===== config.mk =====
export PLATFORM = sky130hd
export DESIGN_NAME = fifo_wr_arb_flat
export DESIGN_NICKNAME = d
export VERILOG_FILES = /design/src/rtl/fifo_wr_arb_if.sv /design/src/rtl/fifo_wr_arb.sv /design/src/flat_wrapper.sv
export SDC_FILE = /design/constraint.sdc
export NUM_CORES = 1
export LEC_CHECK = 0
export ABC_AREA = 1
export CAP_MARGIN = 30
export CORE_MARGIN = 4
export CORE_UTILIZATION = 35
export DETAILED_ROUTE_END_ITERATION = 7
export PLACE_DENSITY = 0.77
export RECOVER_POWER = 50
export SYNTH_ARGS = -nofsm -noshare
export SYNTH_HDL_FRONTEND = slang
export SYNTH_SLANG_ARGS = --single-unit

===== constraint.sdc =====
create_clock -name clk -period 3.4 [get_ports clk]
set_input_delay 0.51 -clock clk [delete_from_list [all_inputs] [get_ports clk]]
set_output_delay 0.51 -clock clk [all_outputs]
set_load 0.02 [all_outputs]

===== src/rtl/fifo_wr_arb_if.sv =====
// Requester/FIFO-write bundle shared by the arbiter and its environment.
interface fifo_wr_arb_if #(
  parameter int unsigned N  = 4,
  parameter int unsigned DW = 8
);
  localparam int unsigned IW = (N > 1) ? $clog2(N) : 1;

  logic [N-1:0]    req;
  logic [N*DW-1:0] din;
  logic [N-1:0]    ack;
  logic            fifo_wen;
  logic [DW-1:0]   fifo_data;
  logic            fifo_full;
  logic [IW-1:0]   grant_id;
  logic            busy;

  // Environment side: requesters plus the downstream FIFO full flag.
  modport master (
    output req, din, fifo_full,
    input  ack, fifo_wen, fifo_data, grant_id, busy
  );

  // Arbiter side.
  modport slave (
    input  req, din, fifo_full,
    output ack, fifo_wen, fifo_data, grant_id, busy
  );
endinterface


===== src/rtl/fifo_wr_arb.sv =====
// Round-robin arbiter granting N requesters bursts of up to BURST writes
// into one downstream FIFO write port.
module fifo_wr_arb #(
  parameter int unsigned DW    = 8,
  parameter int unsigned N     = 4,
  parameter int unsigned BURST = 2
) (
  input  logic         clk,
  input  logic         rst,
  fifo_wr_arb_if.slave bus
);

  localparam int unsigned IW = (N > 1) ? $clog2(N) : 1;
  localparam int unsigned CW = $clog2(BURST + 1);
  localparam logic [IW-1:0] LAST_RST = IW'(N - 1);

  typedef enum logic {
    IDLE  = 1'b0,
    GRANT = 1'b1
  } state_t;

  state_t        state;
  state_t        state_nxt;
  logic [IW-1:0] owner;
  logic [IW-1:0] owner_nxt;
  logic [IW-1:0] last;
  logic [IW-1:0] last_nxt;
  logic [CW-1:0] cnt;
  logic [CW-1:0] cnt_nxt;

  logic          any_req_c;
  logic          pick_found_c;
  logic [IW-1:0] pick_c;
  logic          owner_req_c;
  logic          wen_c;
  logic          last_xfer_c;

  // Round-robin pick: first requester found scanning last+1, last+2, ... mod N.
  always_comb begin
    pick_found_c = 1'b0;
    pick_c       = '0;
    for (int unsigned k = 1; k <= N; k++) begin
      logic [IW-1:0] idx;
      idx = IW'((32'(last) + k) % N);
      if (!pick_found_c && bus.req[idx]) begin
        pick_found_c = 1'b1;
        pick_c       = idx;
      end
    end
  end

  // Shared qualifiers for the current owner's transfer.
  always_comb begin
    any_req_c   = |bus.req;
    owner_req_c = bus.req[owner];
    wen_c       = (state == GRANT) && owner_req_c && !bus.fifo_full;
    last_xfer_c = wen_c && ((32'(cnt) + 32'd1) == BURST);
  end

  // State register; reset drops any grant immediately.
  always_ff @(posedge clk or posedge rst) begin
    if (rst) begin
      state <= IDLE;
    end else begin
      state <= state_nxt;
    end
  end

  // Owner, round-robin pointer and burst counter.
  always_ff @(posedge clk or posedge rst) begin
    if (rst) begin
      owner <= '0;
      last  <= LAST_RST;
      cnt   <= '0;
    end else begin
      owner <= owner_nxt;
      last  <= last_nxt;
      cnt   <= cnt_nxt;
    end
  end

  // Next-state: arbitrate in IDLE, count writes and release in GRANT.
  always_comb begin
    state_nxt = state;
    owner_nxt = owner;
    last_nxt  = last;
    cnt_nxt   = cnt;
    case (state)
      IDLE: begin
        // Arbitration waits out a full FIFO so a grant never starts stalled.
        if (any_req_c && !bus.fifo_full && pick_found_c) begin
          state_nxt = GRANT;
          owner_nxt = pick_c;
          last_nxt  = pick_c;
          cnt_nxt   = '0;
        end
      end
      GRANT: begin
        if (wen_c) begin
          cnt_nxt = cnt + CW'(1);
        end
        // A full FIFO with the owner still requesting simply holds everything.
        if (!owner_req_c || last_xfer_c) begin
          state_nxt = IDLE;
        end
      end
      default: begin
        state_nxt = IDLE;
      end
    endcase
  end

  // Outputs: owner's word steered to the FIFO while granted, all zero in IDLE.
  always_comb begin
    bus.ack       = '0;
    bus.fifo_wen  = 1'b0;
    bus.fifo_data = '0;
    bus.grant_id  = '0;
    bus.busy      = 1'b0;
    if (state == GRANT) begin
      bus.busy       = 1'b1;
      bus.grant_id   = owner;
      bus.fifo_wen   = wen_c;
      bus.fifo_data  = bus.din[32'(owner) * DW +: DW];
      bus.ack[owner] = wen_c;
    end
  end

endmodule

===== src/flat_wrapper.sv =====
// flat-port wrapper written by rule: the top's interface ports become plain ports
module fifo_wr_arb_flat 
#(
  parameter int unsigned DW    = 8,
  parameter int unsigned N     = 4,
  parameter int unsigned BURST = 2
)
  (clk, rst, bus_req, bus_din, bus_fifo_full, bus_ack, bus_fifo_wen, bus_fifo_data, bus_grant_id, bus_busy);
  fifo_wr_arb_if #(.N(N), .DW(DW)) bus_i ();
  input  logic clk;
  input  logic rst;
  input wire logic [$bits(bus_i.req)-1:0] bus_req;
  input wire logic [$bits(bus_i.din)-1:0] bus_din;
  input wire logic [$bits(bus_i.fifo_full)-1:0] bus_fifo_full;
  output wire logic [$bits(bus_i.ack)-1:0] bus_ack;
  output wire logic [$bits(bus_i.fifo_wen)-1:0] bus_fifo_wen;
  output wire logic [$bits(bus_i.fifo_data)-1:0] bus_fifo_data;
  output wire logic [$bits(bus_i.grant_id)-1:0] bus_grant_id;
  output wire logic [$bits(bus_i.busy)-1:0] bus_busy;
  assign bus_i.req = bus_req;
  assign bus_i.din = bus_din;
  assign bus_i.fifo_full = bus_fifo_full;
  assign bus_ack = bus_i.ack;
  assign bus_fifo_wen = bus_i.fifo_wen;
  assign bus_fifo_data = bus_i.fifo_data;
  assign bus_grant_id = bus_i.grant_id;
  assign bus_busy = bus_i.busy;
  fifo_wr_arb #(.DW(DW), .N(N), .BURST(BURST)) u_core (.clk(clk), .rst(rst), .bus(bus_i));
endmodule

==> results by group <==
Pwr
  – Leakage: around 0.00066 µW
  – Pwr/cell area: 782.7 nW/µm²
  – VDD IR max: 472.4 µV

STA
  – Fmax achieved: 344.4 MHz
  – Minimum clock period: 2.903 ns
  – Final setup fails: 0
  – Clock Skew: 0.007320 ns
  – Slew @ Worst Pin: 0.4977 ns
  – Final Hold Fails: 0
  – Final max-slew violation count: 0
  – TNS Setup: 0 ns
  – Max_slew headroom: 0.6682
  – RSZ-0062 raised after global routing: false
  – Final Cycle Share: 0.8539
  – Setup slack after layout: just under 0.5 ns

Final layout
  – Core Util, Final: 0.5994
  – Area growth from synthesis to final layout: 65.40%
  – Layout cells sized above 1: 0.1106
  – Nets@finish: 240
  – Design area: approximately 1500 µm²
  – Final std cells w/o fill: roughly 230
  – ANT cells: 0

Clocking
  – CTS sink count: 7
  – Inserted Clock Buffers: 3
  – Root buf cell: clkbuf_4
  – CTS Hold Bufs: 0
  – H-tree depth: 1
  – Worst-Skew Late Latency: 0.25 ns
  – Gates resized, CTS repair: 0
  – Clock Path Buffers: 2
  – Post-CTS Setup Bufs: 0
  – CTS tree: built
  – CTS clk-pin slew, worst paths: 0.06 ns

Critical path
  – FF-to-FF End: u_core.cnt[0]
  – Crit Path Max Fanout: 14
  – CP required: 2.89 ns
  – Crit path DAT: 2.39 ns
  – Worst setup SP type: register
  – Endpoint class of the critical path: output pin
  – Crit path kind: reg -> out
  – Critical path origin: u_core.owner[0]
  – Worst reg2reg path startpoint: u_core.owner[0]
  – FF-to-FF setup slack: 1.72 ns
  – Worst R2R Path Depth: 7

GRT
  – Number of global-route vias before repair: 1,141
  – GRT Util Overall: 0.1741
  – Pin count of the biggest net entering global routing: 20
  – First-pass GRT wire length: 4795 µm
  – Initial antenna violation count: 0
  – Total gr overflow: 0

Placed design
  – Placed cell area: 1445 µm²
  – I/O Buffers: 54
  – Cell total after placement: 225
  – DP Wirelength: 2484 µm
  – DP Worst Slack: 0.6572 ns
  – RePlAce Congestion: between 0.7 and 0.8

Logic synthesis
  – Async set-reset flop share out of synthesis: 1.000
  – Ys Warns: 0
  – Mean area per synthesized cell: around 6.1 µm²
  – Mux cell area share after synthesis: 0
  – Synth Area in Simple Gates: 0.4838
  – EDFF count, synth: 0
  – Synthesized cell area: slightly below 900 µm²
  – Area fraction in compound gates after synthesis: 0.1772
  – Ys flop type: dfrtp_1
  – Synth Instances: 145
  – Distinct cells, synth: 25
  – Xor/xnor share of the synthesized area: 0
  – Area share of fa/ha/maj cells after synthesis: 0.01406
  – Synth Register Bits: 7
  – Post-synthesis sequential area ratio: 0.1997
  – Main combinational cell family by area after synthesis: simple AND/OR/NAND/NOR gates
  – Syn Nets: approximately 190

Routing
  – Met1 WL: 1279 µm
  – Vias: 1,176
  – WL met3: 99 µm
  – DR vias/cell: 5.135
  – DR top layer: met4
  – Metal2 WL: 1612 µm
  – Post-Route WL: roughly 3000 µm
  – Drc violations: 0
  – WL/cell: 13.25 µm
  – Initial DRC count: 52
  – Initial DRT Pass Iterations: 4
  – ANT nets after route: 0

Min path
  – Worst Hold Depth: 1
  – Hold Crit Class: reg -> reg
  – Hold Path End: u_core.cnt[0]
  – Hold_sp: u_core.cnt[0]

Die
  – Core Region: roughly 2500 µm²
  – Die Span Y: 58.42 µm
  – IO Pins: 55
  – Die Footprint: 3412 µm²
  – Die X: between 50 and 60 µm
  – Initial core utilization: 0.3624
  – Core Rows: 18

Job
  – MaxCap Viol Count: 0

Status
  – Outcome: finished clean
cell families (layout without fill, tap and decap cells):
family	Yosys count	after routing
AO/OA/AOI/OAI	23	23
buffers and inverters	25	79
adder cells (fa/ha/maj)	1	1
AND/OR/NAND/NOR	89	89
flip-flops	7	7
how the worst max path moves through the flow:
stage | to | cells past startpoint
global placement | bus_ack[0] | 8
global route | bus_ack[0] | 7
detailed placement | bus_ack[2] | 8
floorplan | bus_ack[2] | 6
CTS | bus_ack[2] | 7
finish | bus_ack[2] | 7
critical path: stages (launching register included):
cell and delay, ns:
dfrtp_1 0.65, inv_1 0.16, nor2_4 0.24, a22oi_2 0.08, nand2_2 0.12, nand3_4 0.13, nor2_1 0.14, clkdlybuf4s50_1 0.62
state kept, by name (all words and copies together), names as in the netlist:
register	count
u_core.cnt	2
u_core.last	2
u_core.owner	2
u_core.state	1
cell type report:
cell class,instances,area [µm²]
Fill cell,227,983.4
Multi-Input combinational cell,113,600.6
Timing Repair Buffer,56,555.5
Sequential cell,7,177.7
Inverter,19,73.82
Tap cell,30,37.54
Clock buffer,4,26.28
layer usage:
metal,global-route usage,vias up
met1,0.2172,545
met2,0.3110,23
li1,-,602
met4,0.05298,0
met5,0,-
met3,0.01974,6
power by group:
part           internal [µW]  leakage (µW)  total (µW)  switching (µW)
Combinational            352      0.000561         858             505
Sequential               130     0.0000849         220            89.3
Clock                   44.7     0.0000150        74.4            29.7
Total                    527      0.000661        1150             624
through the flow:
stage	power, µW	hold slack, ns
2_1_floorplan	797.2	0.3119
3_3_place_gp	1062	0.4695
3_5_place_dp	1082	0.4833
4_1_cts	1162	0.4932
5_1_grt	1260	0.5483
6_report	1152	0.5095
cells in the mapped netlist, drive strengths merged, types with 2 or more instances:
| cell type | instances | share of area |
|---|---|---|
| buf | 3 | 0.030 |
| dfrtp | 5 | 0.14 |
| o21ai | 3 | 0.017 |
| nand3 | 29 | 0.18 |
| nor2 | 7 | 0.049 |
| nand4 | 2 | 0.014 |
| dfstp | 2 | 0.059 |
| a31oi | 9 | 0.063 |
| a22oi | 9 | 0.082 |
| clkbuf | 3 | 0.013 |
| inv | 19 | 0.083 |
| nor3 | 2 | 0.023 |
| nand2 | 49 | 0.22 |
cell usage in the layout, fill, tap and decap left out, types with 2 or more instances in the layout:
master           instances
a22oi_1                  8
nor2_4                   2
nand3_1                 28
clkdlybuf4s50_1         51
inv_1                   17
nor2_1                   4
nand2_2                  5
buf_4                    2
nand2_1                 44
nor3_2                   2
dfrtp_1                  5
a31oi_1                  9
dfstp_2                  2
clkbuf_4                 3
nand4_1                  2
dlygate4sd3_1            3
o21ai_0                  3
Power figures use the tool's default switching activity.
